## src/rtl/normalize_16bit_left_pkg.sv

```systemverilog
// Shared shifter definitions: data width, default exponent width and a
// leading-zero counter used by the left normaliser.
package normalize_16bit_left_pkg;

    localparam int DATA_W    = 16;
    localparam int DEF_EXP_W = 5;
    localparam int LZC_W     = 5;

    // Returns 0..16; 16 means the word is entirely zero.
    function automatic logic [LZC_W-1:0] lzc16(input logic [DATA_W-1:0] value);
        logic [LZC_W-1:0] count;
        logic             found;
        count = LZC_W'(DATA_W);
        found = 1'b0;
        for (int i = DATA_W - 1; i >= 0; i--) begin
            if (!found && value[i]) begin
                count = LZC_W'(DATA_W - 1 - i);
                found = 1'b1;
            end
        end
        return count;
    endfunction

endpackage

```

## src/rtl/barrel_shift_16bit_left.sv

```systemverilog
// Logarithmic 16-bit left barrel shifter; vacated low bits are zero-filled.
module barrel_shift_16bit_left
    import normalize_16bit_left_pkg::*;
(
    input  logic [DATA_W-1:0] data,
    input  logic [3:0]        ctrl,
    output logic [DATA_W-1:0] result
);

    always_comb begin
        logic [DATA_W-1:0] stage;
        stage = data;
        for (int i = 0; i < 4; i++) begin
            if (ctrl[i]) begin
                stage = stage << (1 << i);
            end
        end
        result = stage;
    end

endmodule

```

## src/rtl/normalize_16bit_left.sv

```systemverilog
// Two-stage valid/ready pipeline that left-normalises a 16-bit mantissa,
// trading exponent for shift and clamping at exponent zero.
module normalize_16bit_left
    import normalize_16bit_left_pkg::*;
#(
    parameter int EXP_W = DEF_EXP_W
) (
    input  logic              clk,
    input  logic              rst_n,
    input  logic              in_valid,
    output logic              in_ready,
    input  logic [DATA_W-1:0] in_data,
    input  logic [EXP_W-1:0]  in_exp,
    output logic              out_valid,
    input  logic              out_ready,
    output logic [DATA_W-1:0] out_data,
    output logic [EXP_W-1:0]  out_exp,
    output logic [3:0]        out_shamt,
    output logic              out_zero,
    output logic              out_uflow
);

    // Exponent and lzc are compared in a common width so neither side truncates.
    localparam int CMP_W = (EXP_W > LZC_W) ? EXP_W : LZC_W;

    logic              s1_valid;
    logic [DATA_W-1:0] s1_data;
    logic [EXP_W-1:0]  s1_exp;
    logic [LZC_W-1:0]  s1_lzc;

    logic              s1_adv;
    logic              s2_adv;

    logic [CMP_W-1:0]  exp_ext;
    logic [CMP_W-1:0]  lzc_ext;
    logic [3:0]        shamt;
    logic [EXP_W-1:0]  nx_exp;
    logic              nx_zero;
    logic              nx_uflow;
    logic [DATA_W-1:0] shifted;

    assign s2_adv   = !out_valid || out_ready;
    assign s1_adv   = !s1_valid || s2_adv;
    assign in_ready = s1_adv;

    always_ff @(posedge clk or negedge rst_n) begin
        if (!rst_n) begin
            s1_valid <= 1'b0;
            s1_data  <= '0;
            s1_exp   <= '0;
            s1_lzc   <= '0;
        end else if (s1_adv) begin
            s1_valid <= in_valid;
            if (in_valid) begin
                s1_data <= in_data;
                s1_exp  <= in_exp;
                s1_lzc  <= lzc16(in_data);
            end
        end
    end

    assign exp_ext = CMP_W'(s1_exp);
    assign lzc_ext = CMP_W'(s1_lzc);

    // A nonzero word has lzc <= 15, so shifting by lzc[3:0] is exact;
    // when the exponent runs out first the shift stops at the exponent.
    always_comb begin
        shamt    = 4'd0;
        nx_exp   = '0;
        nx_zero  = 1'b0;
        nx_uflow = 1'b0;
        if (s1_data == '0) begin
            nx_zero = 1'b1;
        end else if (lzc_ext <= exp_ext) begin
            shamt  = s1_lzc[3:0];
            nx_exp = EXP_W'(exp_ext - lzc_ext);
        end else begin
            nx_uflow = 1'b1;
            shamt    = (exp_ext > CMP_W'(15)) ? 4'd15 : exp_ext[3:0];
        end
    end

    barrel_shift_16bit_left u_shift (
        .data   (s1_data),
        .ctrl   (shamt),
        .result (shifted)
    );

    always_ff @(posedge clk or negedge rst_n) begin
        if (!rst_n) begin
            out_valid <= 1'b0;
            out_data  <= '0;
            out_exp   <= '0;
            out_shamt <= '0;
            out_zero  <= 1'b0;
            out_uflow <= 1'b0;
        end else if (s2_adv) begin
            out_valid <= s1_valid;
            if (s1_valid) begin
                out_data  <= shifted;
                out_exp   <= nx_exp;
                out_shamt <= shamt;
                out_zero  <= nx_zero;
                out_uflow <= nx_uflow;
            end
        end
    end

endmodule

```

## config.mk

```make
export PLATFORM = sky130hd
export DESIGN_NAME = normalize_16bit_left
export DESIGN_NICKNAME = d
export VERILOG_FILES = /design/src/rtl/normalize_16bit_left_pkg.sv /design/src/rtl/barrel_shift_16bit_left.sv /design/src/rtl/normalize_16bit_left.sv
export SDC_FILE = /design/constraint.sdc
export NUM_CORES = 1
export LEC_CHECK = 0
export ABC_AREA = 1
export BUFFER_PORTS_ARGS = -buffer_cell sky130_fd_sc_hd__buf_2
export CAP_MARGIN = 20
export CORE_MARGIN = 8
export CORE_UTILIZATION = 45
export CTS_CLUSTER_DIAMETER = 50
export DETAILED_ROUTE_END_ITERATION = 8
export PLACE_DENSITY_LB_ADDON = 0.15
export SETUP_SLACK_MARGIN = 0.05
export SLEW_MARGIN = 10
export SYNTH_ARGS = -nofsm -noshare
export SYNTH_HDL_FRONTEND = slang
export SYNTH_HIERARCHICAL = 1
export SYNTH_SLANG_ARGS = --single-unit
```

## constraint.sdc

```tcl
create_clock -name clk -period 6.6 [get_ports clk]
set_clock_uncertainty 0.05 [all_clocks]
set_input_delay 0.66 -clock clk [delete_from_list [all_inputs] [get_ports clk]]
set_output_delay 0.66 -clock clk [all_outputs]
set_load 0.02 [all_outputs]
```

Word level (Yosys, flattened, before mapping)
Index checks and enable logic that the tools add are counted.
- bits in registers: 55
- input port bits: 25
- output and inout bits: 29
- logic and storage cells: 123
- reductions and logical operators: 37
- add/subtract/negate cells: 1
- multiplexer cells: 73
- magnitude comparators: 2
- operators by type and width (cell ; number):
    $mux W5 ; 18
    $mux W16 ; 4
    $mux W1 ; 48
    $logic_not A1 Y1 ; 17
    $logic_not A16 Y1 ; 1
    $logic_and A1 B1 Y1 ; 15
    $mux W4 ; 3
    $gt A5 B4 Y1 const B ; 1
    $le A5 B5 Y1 ; 1
    $sub A5 B5 Y5 ; 1
    $reduce_and A2 Y1 ; 2
    $logic_or A1 B1 Y1 ; 2

Longest topological paths before layout
Gate-level depths: netlist of the first run.
- depth in word-level cells: 77
- gate-level depth with buffers: 21
- mapped depth without buffers: 19

Modules after synthesis
The synthesis of the first run kept the hierarchy.
- by module, submodules not included (module ; area an instance (µm²) ; times used ; cells each ; sequential area each (µm²)):
    normalize_16bit_left ; 2595.0 ; 1 ; 311 ; 1376.3
    barrel_shift_16bit_left ; 694.4 ; 1 ; 151 ; 0.0

Worst setup path after synthesis of the first run
OpenSTA, ideal clock, no wires.
- path kind: flip-flop to flip-flop
- from: register s1_exp[4] (netlist: exp_ext[4])
- to: register out_data[14]
- period minus slack after synthesis: 2642 ps
- data arrival time: 2475 ps
- path slack: 3958 ps
- setup time: 117 ps
- cell stages (with the launch flop): 17
- path through: dfrtp_1 ha_1 nand2_1 inv_2 a221oi_2 nand3_1 inv_2 o21ai_1 a21oi_1 inv_2 buf_6 nand2_1 nand3_1 nand3_1 nand2_1 nand2_1 nand2_1
- elaborated cells between the ends (all ways): 9
- classes of those cells: 2 x order compare; 7 x mux
- RTL lines (element ; line ; RTL):
    from (decl) ; normalize_16bit_left.sv:28 ; logic [EXP_W-1:0] s1_exp;
    from (signal assigned) ; normalize_16bit_left.sv:56 ; s1_exp <= in_exp;
    $gt A5 B4 Y1 ; normalize_16bit_left.sv:79 ; shamt = (exp_ext > CMP_W'(15)) ? 4'd15 : exp_ext[3:0];
    $mux W4 ; normalize_16bit_left.sv:79 ;
    $mux W4 (*) ; normalize_16bit_left.sv:74 ; end else if (lzc_ext <= exp_ext) begin
    $mux W4 (*) ; normalize_16bit_left.sv:72 ; if (s1_data == '0) begin
    named net shamt[1] ; normalize_16bit_left.sv:36 ; logic [3:0] shamt;
    $mux W16 (*) (3 in series) ; barrel_shift_16bit_left.sv:14 ; if (ctrl[i]) begin
    named net shifted[14] ; normalize_16bit_left.sv:40 ; logic [DATA_W-1:0] shifted;
    to (signal assigned) ; normalize_16bit_left.sv:100 ; out_data <= shifted;
    to (decl) ; normalize_16bit_left.sv:16 ; output logic [DATA_W-1:0] out_data,
Mark *: on every way through the listed nets, which the timed path passes. The rest lies on a longest branch.
A chain may end at the register's enable or synchronous reset.

Worst setup path after layout of the first run
- from: register s1_exp[4] (netlist: exp_ext[4])
- to: register out_data[15]
- elaborated cells between the ends (all ways): 9
- classes of those cells: 2 x order compare; 7 x mux
- RTL lines (element ; line):
    $gt A5 B4 Y1 ; normalize_16bit_left.sv:79
    $mux W4 ; normalize_16bit_left.sv:79
    $mux W4 (*) ; normalize_16bit_left.sv:74
    $mux W4 (*) ; normalize_16bit_left.sv:72
    named net shamt[2] ; normalize_16bit_left.sv:36
    $mux W16 (*) (2 in series) ; barrel_shift_16bit_left.sv:14
    named net shifted[15] ; normalize_16bit_left.sv:40
Marks and branches as above.

==> results of run 1 <==
-- layer usage --
metal | wire length (um) | global-route usage [%]
met2 | 3556 | 26.57
met5 | 0 | 0
met3 | 341 | 2.749
met4 | 49 | 4.238
met1 | 3874 | 22.00
-- worst reg2reg max path: cells and delay by family, from the launching register on --
| family | cells | cell delay, ps |
|---|---|---|
| AOI/OAI and AO/OA | 2 | 320 |
| adders and majority gates | 1 | 390 |
| buffers and inverters | 4 | 830 |
| DFF | 1 | 440 |
| and+or+nand+nor | 9 | 1080 |
-- cell families after synthesis --
logic type | after synthesis | share of synthesized area [%]
AND/OR/NAND/NOR | 310 | 40.93
flip-flops | 55 | 41.84
XOR/XNOR | 3 | 0.7989
AO/OA/AOI/OAI | 38 | 6.809
adder cells (fa/ha/maj) | 6 | 2.510
buffers and inverters | 50 | 7.113
-- sequential cells by signal, summed over array words and instances, names as in the netlist, 4 cells and up --
name,flops
out_data,16
out_shamt,4
exp_ext,5
out_exp,5
lzc_ext,5
s1_data,16
-- final timing paths --
check | from | to | depth (start not counted)
setup / recovery | exp_ext[4]$_DFFE_PN0P_ | out_data[15]$_DFFE_PN0P_ | 16
hold / removal | rst_n | out_shamt[3]$_DFFE_PN0P_ | 2
setup reg to reg | exp_ext[4]$_DFFE_PN0P_ | out_data[15]$_DFFE_PN0P_ | 16
hold reg to reg | out_data[13]$_DFFE_PN0P_ | out_data[13]$_DFFE_PN0P_ | 2
max in group asynchronous | rst_n | s1_data[9]$_DFFE_PN0P_ | 2
min in group clk | out_data[13]$_DFFE_PN0P_ | out_data[13]$_DFFE_PN0P_ | 2
-- area by class of cell --
class                      instances  area, um^2  area share [%]
multi-input combinational        357        1679           44.85
clock buffer                       5       68.82           1.838
clock inverter                     3       71.32           1.905
timing repair buffer              58       302.8           8.088
sequential                        55        1376           36.76
inverter                          31       121.4           3.242
tap                               99       123.9           3.309
-- metrics by stage --
stage / power (mW) / cell area, um^2
finish: 1.466 / 3744
global route: 1.601 / 3744
CTS: 1.482 / 3736
detailed placement: 1.210 / 3596
global placement: 1.204 / 3596
floorplan: 1.029 / 3289
-- power breakdown --
part / switching (mW) / internal [mW]
registers: 0.0605 / 0.431
logic: 0.475 / 0.234
clock network: 0.112 / 0.154
-- cell usage in the layout, fill, tap and decap left out, types with 5 or more instances in the layout --
master / netlist / final
nand2_1: 203 / 203
dfrtp_1: 55 / 55
buf_2: 3 / 53
nand3_1: 51 / 51
nor2_1: 28 / 28
o21ai_1: 22 / 22
inv_1: 19 / 19
inv_2: 9 / 9
a21oi_1: 9 / 9
nand4_1: 5 / 5
nor3_1: 5 / 5
nand2_2: 5 / 5
ha_1: 5 / 5
clkbuf_8: 0 / 5
buf_4: 2 / 5
==> results.toml, run 1 <==
[outcome]
status = "finished clean"

[setup_path]
crit_family = "simple AND/OR/NAND/NOR gates"
start_kind = "flop"
cp_max_fo = 17
worst-path-buf-inv = 4
path_common_cell = "nand2_1"
rrSetupSlack_ps = 3390
critical_path_required_ps = 6760
crit_chain = "ha_1 > nand2_1 > inv_2 > a221oi_2 > nand3_1 > inv_2 > o21ai_1 > nor2_1 > buf_4 > clkinv_1 > nand3_1 > nand2_1 > nand2_1 > nand2_1 > nand2_1 > nand2_1"
crit_path_max_incr_delay_ps = 440
crit_arrival_ps = 3360
critPathCaptureType = "flop"
path_class = "flop to flop"
slowest_stage = "dfrtp_1"

[floorplanning]
die_y_um = 101.5
dieArea_um2 = 10300
io-pin-count = 54
core-area_um2 = 7176
rows = 31
fp.dieW_um = 101.5
floorplan.initialDensity_pct = 45.84

[drt]
dr.first_iter.drc_count = 171
drc_errors = 0
vias = 3037
wl_um = 7822
routed_via_density = 4.995
drtPass1Iterations = 4
ant_nets = 0
routedWlPerCell_um = 12.87

[clock_network]
cts_resized = 0
cts_setup_buffers = 0
ctsHoldBuffers = 0
clkLatencyLatePin_ps = 300
cts_buffers = 5
cts_tree = "built"
clkTransAtPathRegs_ps = 100
cts.sinks = 55
clock-root-buffer = "clkbuf_8"
clock_path_buffers = 2
htree_num_levels = 2

[finish]
finalNonFillerCells = 608
area_growth_pct = 13.81
fillCellCount = 742
diodes = 0
drive_above_1_share_pct = 17.68
fin_util_pct = 52.17
nets = 539

[synthesis]
ys_ff_latch = 55
synth_largest_area_cell = "dfrtp_1"
synthArstFlopShare_pct = 100.0
synth-warning-count = 6
synth_nets = 493
postSynthAreaPerCell_um2 = 7.120
synth_edf_count = 0
synth.most_common_cell = "nand2_1"
ys_seq_area_share_pct = 41.84
ys_types = 37
synth_area_leaders = "dfrtp_1 42%, nand2_1 23%, nand3_1 7.8%"
synthTopCellsByCount = "203 x nand2_1, 55 x dfrtp_1, 51 x nand3_1"
synth.top_cell.area_share_pct = 41.84
synth_ff_type = "dfrtp_1"
synth_cells = 462
netlist_area_um2 = 3289

[job]
cap_viol_max_count = 0

[sta]
fin_crit_ps = 3207
tightest_slew_ps = 1032
finalHoldViolCount = 0
relSlewSlack_pct = 31.01
whs_ps = 415.1
setup_tns_ps = 0
period_share_pct = 48.59
setup_slack_ps = 3393
slew_violations = 0
setup_violations = 0
fmax_mhz = 311.8
rsz0062_at_grt = "false"

[global_route]
grt_max_degree = 56
overflow = 0
grt_pass1_vias = 3007
antenna_found_initial = 0
grt.total_usage_pct = 16.37
grt_first_pass_wirelength_um = 13750

[power_and_ir_drop]
vdd.ir_drop.worst_mv = 0.1151
p_leak_nw = 2.049
p_per_area_nw_per_um2 = 391.6

[place]
place_inst = 599
hpwl_um = 6031
place_congestion = 0.8356
dp_slack_ps = 2699
portBuffers = 53

[min_path]
hold_path.class = "input pin to asynchronous set/reset pin"
(Power assumes the default switching activity.)
==> run 2: changes to the inputs <==
Clock period 6.6 ns to 2.8 ns, I/O delays scaled along.
==> run 2 against run 1 <==
  * Non-clock buffer count up 24
  * Flip-flop and latch count unchanged
  * Register-to-register slack worse by 3300 ps
  * Combinational power rose to 2.7 times the previous value
  * Setup slack worse by 3300 ps
  * Worst hold slack worse by 390 ps
  * Global-route usage down 0.089 points
  * Clock power up 69%
  * Largest power group unchanged
  * Cell area up 6.2%
==> results.toml, run 2 (same netlist as run 1, synthesis figures left out) <==
[outcome]
status = "finished clean"

[sta]
whs_ps = 27.60
relSlewSlack_pct = 53.58
finalHoldViolCount = 0
slew_violations = 0
setup_violations = 0
tightest_slew_ps = 696.3
period_share_pct = 95.45
setup_slack_ps = 127.5
fin_crit_ps = 2673
fmax_mhz = 374.2

[drt]
ant_nets = 0
drc_errors = 0
drtPass1Iterations = 4
vias = 3173
wl_um = 8106
routed_via_density = 5.021
routedWlPerCell_um = 12.83
dr.first_iter.drc_count = 216

[setup_path]
worst-r2r-cell-count = 19
path_class = "flop to flop"
critPathCaptureType = "flop"
cp_max_fo = 8
critical_path_required_ps = 2960
crit_arrival_ps = 2840
start_kind = "flop"

[finish]
diodes = 0
seqCellArea_um2 = 1376
fillCellCount = 708
fin_util_pct = 55.40
drive_above_1_share_pct = 24.20
nets = 563
final_cell_mix = "200 x nand2_1, 55 x dfrtp_1, 53 x buf_2, 46 x nand3_1, 27 x nor2_1"
finalNonFillerCells = 632
design_area_um2 = 3975
multi_input_area_um2 = 1759
reg.largest.list = "out_data: 16 flops, s1_data: 16 flops"
layout_commonest_cell = "nand2_1"
area_growth_pct = 20.84

[floorplanning]
die_y_um = 101.5
dieArea_um2 = 10300
floorplan.initialDensity_pct = 45.84
fp.dieW_um = 101.5
rows = 31
core-area_um2 = 7176
io-pin-count = 54

[global_route]
overflow = 0
grt_max_degree = 56
grt_first_pass_wirelength_um = 13560
antenna_found_initial = 0
grt_pass1_vias = 2953
grt.total_usage_pct = 16.28

[place]
hpwl_um = 5981
place_inst = 617
placed_area_um2 = 3731
portBuffers = 53
dp_slack_ps = -470.1
place_congestion = 0.8720

[power_and_ir_drop]
vdd.ir_drop.worst_mv = 0.2943
p_leak_nw = 2.169
p_per_area_nw_per_um2 = 877.1

[clock_network]
htree_num_levels = 2
cts_buffers = 5
clkLatencyLatePin_ps = 310
ctsHoldBuffers = 0
clock-root-buffer = "clkbuf_8"
clock_path_buffers = 2
clkTransAtPathRegs_ps = 100
cts_tree = "built"
cts.sinks = 55

[job]
cap_viol_max_count = 0

[min_path]
hold_path.class = "input pin to asynchronous set/reset pin"
run 2: per-layer routing:
layer | up-vias | share of wire, % | track usage [%]
met5 | - | 0 | 0
met2 | 88 | 46 | 25.46
met1 | 1451 | 48 | 22.16
li1 | 1629 | - | -
met3 | 5 | 5.1 | 3.024
met4 | 0 | 1.0 | 5.155
run 2: per-stage QoR:
step	setup TNS [ps]	power [mW]
after CTS	0	3.378
final	0	3.487
after global routing	-2.295	3.789
after floorplan	0	2.426
after detailed placement	-6172	2.910
after global placement	-4180	2.884
run 2: worst paths after layout:
kind / slack, ps / from / endpoint
min in group clk: 100 / in_exp[2] / exp_ext[2]$_DFFE_PN0P_
min reg2reg: 430 / out_data[7]$_DFFE_PN0P_ / out_data[7]$_DFFE_PN0P_
min: 30 / rst_n / out_shamt[2]$_DFFE_PN0P_
max: 130 / lzc_ext[2]$_DFFE_PN0P_ / out_data[13]$_DFFE_PN0P_
max reg2reg: 130 / lzc_ext[2]$_DFFE_PN0P_ / out_data[13]$_DFFE_PN0P_
max in group asynchronous: 2200 / rst_n / s1_data[0]$_DFFE_PN0P_
run 2: what timing repair did:
action	CTS	global route
resized for setup	3	21
endpoints found under the setup margin	16	14
pin swaps	0	5
gates cloned	0	1
buffers inserted	0	6
run 2: where the power goes:
group          switching, mW  leakage, nW  total (mW)  internal, mW
registers              0.136        0.688        1.15          1.02
clock network          0.272       0.0483       0.449         0.177
logic                   1.19         1.43        1.89         0.692
run 2: area by class of cell:
cell class / instances / area share, %
multi-input cells: 357 / 44.26
inverters: 31 / 3.148
flip-flops and latches: 55 / 34.62
repair buffers: 82 / 12.65
well taps: 99 / 3.116
clock inverters: 3 / 0.4721
clock buffers: 5 / 1.731
run 2: critical path, cell delays in order, from the launching register on:
cell and delay, ps:
dfrtp_1 400, inv_2 70, ha_4 200, nand2_1 90, nand2_2 70, a221oi_2 300, nand3_2 150, inv_2 90
buf_4 120, o21ai_2 70, a21oi_4 220, buf_6 170, buf_4 110, nand3_1 60, nand2_1 60, nand2_1 60
nand3_1 90, nand2_1 60, nand2_1 60, nand2_1 50
==> run 3: changes to the inputs <==
Settings changed: CTS_BUF_LIST set to sky130_fd_sc_hd__clkbuf_2.
==> run 3 against run 2 <==
  * Combinational power increased by 4%
  * Fmax decreased by 0.56%
  * Non-clock buffer count increased by 14
  * First-iteration DRC count decreased by 24%
  * Wire length increased by 3.1%
  * Clock power decreased by 27%
==> results.toml, run 3 (same netlist as run 1, synthesis figures left out) <==
[sta]
setup_slack_ps = 112.5
finalHoldViolCount = 0
relSlewSlack_pct = 53.65
tightest_slew_ps = 695.2
setup_violations = 0
whs_ps = 34.71
slew_violations = 0
period_share_pct = 95.98
fmax_mhz = 372.1
setup_tns_ps = 0
fin_crit_ps = 2687

[finish]
layout_commonest_cell = "nand2_1"
fillCellCount = 698
design_area_um2 = 4093
drive_above_1_share_pct = 22.95
nets = 579
area_growth_pct = 24.42
diodes = 0
final_cell_mix = "203 x nand2_1, 55 x dfrtp_1, 53 x buf_2, 48 x nand3_1, 27 x nor2_1"
fin_util_pct = 57.04
reg.largest.list = "out_data: 16 flops, s1_data: 16 flops"

[power_and_ir_drop]
pwr-share-comb_pct = 57.0
vdd.ir_drop.worst_mv = 0.2846
p_leak_nw = 2.220
switching_share_pct = 47.16
p_switching_mw = 1.625
power_frac_seq_pct = 33.4
p_int_mw = 1.821
p_clk_share_pct = 9.6
p_per_area_nw_per_um2 = 842.2

[floorplanning]
core-area_um2 = 7176
io-pin-count = 54
dieArea_um2 = 10300
die_y_um = 101.5
rows = 31
floorplan.initialDensity_pct = 45.84
fp.dieW_um = 101.5

[place]
placed_area_um2 = 3731
dp_slack_ps = -470.1
hpwl_um = 5981
portBuffers = 53
place_congestion = 0.8720

[clock_network]
clock_path_buffers = 2
clock-root-buffer = "clkbuf_2"
clkLatencyLatePin_ps = 450
cts_tree = "built"
htree_num_levels = 2
cts_buffers = 5
cts.sinks = 55
clkTransAtPathRegs_ps = 280

[global_route]
grt_max_degree = 56
grt.total_usage_pct = 16.21
grt_first_pass_wirelength_um = 13570
grt_pass1_vias = 2992
overflow = 0
antenna_found_initial = 0

[min_path]
hold_path.class = "input pin to flop"
holdPathStages = 3

[setup_path]
path_common_cell = "nand2_1"
path_class = "flop to flop"
crit_path_max_incr_delay_ps = 450
reg2reg_from = "exp_ext[3]$_DFFE_PN0P_"
endpoint = "out_data[9]$_DFFE_PN0P_"
cp_max_fo = 8
critPathCaptureType = "flop"
slowest_stage = "dfrtp_1"
start_kind = "flop"
startpoint = "exp_ext[3]$_DFFE_PN0P_"
r2r-end = "out_data[9]$_DFFE_PN0P_"
crit_arrival_ps = 3070
worst-r2r-cell-count = 19
critical_path_required_ps = 3180
rrSetupSlack_ps = 110
crit_chain = "ha_1 > nand2_1 > inv_2 > a221oi_2 > nand3_1 > inv_2 > buf_4 > o21ai_2 > a21oi_4 > buf_12 > buf_4 > inv_4 > nand3_1 > nand2_1 > nand2_1 > nand3_1 > nand2_1 > nand2_1 > nand2_1"

[drt]
vias = 3261
ant_nets = 0
routedWlPerCell_um = 12.89
dr.first_iter.drc_count = 164
drc_errors = 0
drtPass1Iterations = 5
routed_via_density = 5.032
wl_um = 8354

[job]
cap_viol_max_count = 0

[outcome]
status = "finished clean"
[run 3: repair_timing]
item | 4_1_cts | 5_1_grt
gates resized for setup | 2 | 18
pin swaps | 0 | 3
setup endpoints to repair | 16 | 14
endpoints found under the hold margin | 66 | 1
hold buffers | 12 | 1
buffers inserted | 0 | 7
cloned | 0 | 3
[run 3: stage by stage]
stage	cells	total power [mW]
finish	648	3.447
global route	648	3.731
CTS	637	3.260
detailed placement	617	2.910
global placement	617	2.884
floorplan	462	2.426
[run 3: how the worst min path moves through the flow]
stage	start	end	slack, ps
2_1_floorplan	rst_n	exp_ext[0]$_DFFE_PN0P_	-70
3_3_place_gp	rst_n	out_shamt[2]$_DFFE_PN0P_	410
3_5_place_dp	rst_n	out_data[5]$_DFFE_PN0P_	410
4_1_cts	in_data[11]	s1_data[11]$_DFFE_PN0P_	6
5_1_grt	in_data[0]	s1_data[0]$_DFFE_PN0P_	20
6_report	in_data[0]	s1_data[0]$_DFFE_PN0P_	30
[run 3: routing by layer]
metal  share of wire (%)  vias to the layer above  track usage [%]
met4                0.90                        0            4.467
met2                  46                      104            25.76
met1                  48                     1487            22.07
li1                    -                     1665                -
met5                   0                        -                0
met3                 5.0                        5            2.818
[run 3: final cells by class]
| class | count | area, um^2 | area share, % |
|---|---|---|---|
| sequential | 55 | 1376 | 33.63 |
| tap | 99 | 123.9 | 3.027 |
| clock inverter | 3 | 18.77 | 0.4586 |
| inverter | 31 | 130.1 | 3.179 |
| timing repair buffer | 96 | 665.6 | 16.26 |
| multi-input combinational | 357 | 1742 | 42.56 |
| timing repair inverter | 2 | 11.26 | 0.2751 |
| clock buffer | 5 | 25.02 | 0.6114 |
[run 3: worst max-delay path, delay by kind of cell, from the launching register on]
kind,cells,cell delay [ps]
DFF,1,450
AOI/OAI and AO/OA,3,520
adders and majority gates,1,320
buffers and inverters,6,560
and+or+nand+nor,9,760
[run 3: power groups by stage]
stage	combinational (mW)	sequential [mW]	clock, mW
6_report	1.96	1.15	0.330
5_1_grt	2.17	1.18	0.373
4_1_cts	1.77	1.15	0.342
3_5_place_dp	1.74	1.17	0
3_3_place_gp	1.72	1.16	0
2_1_floorplan	1.06	1.37	0
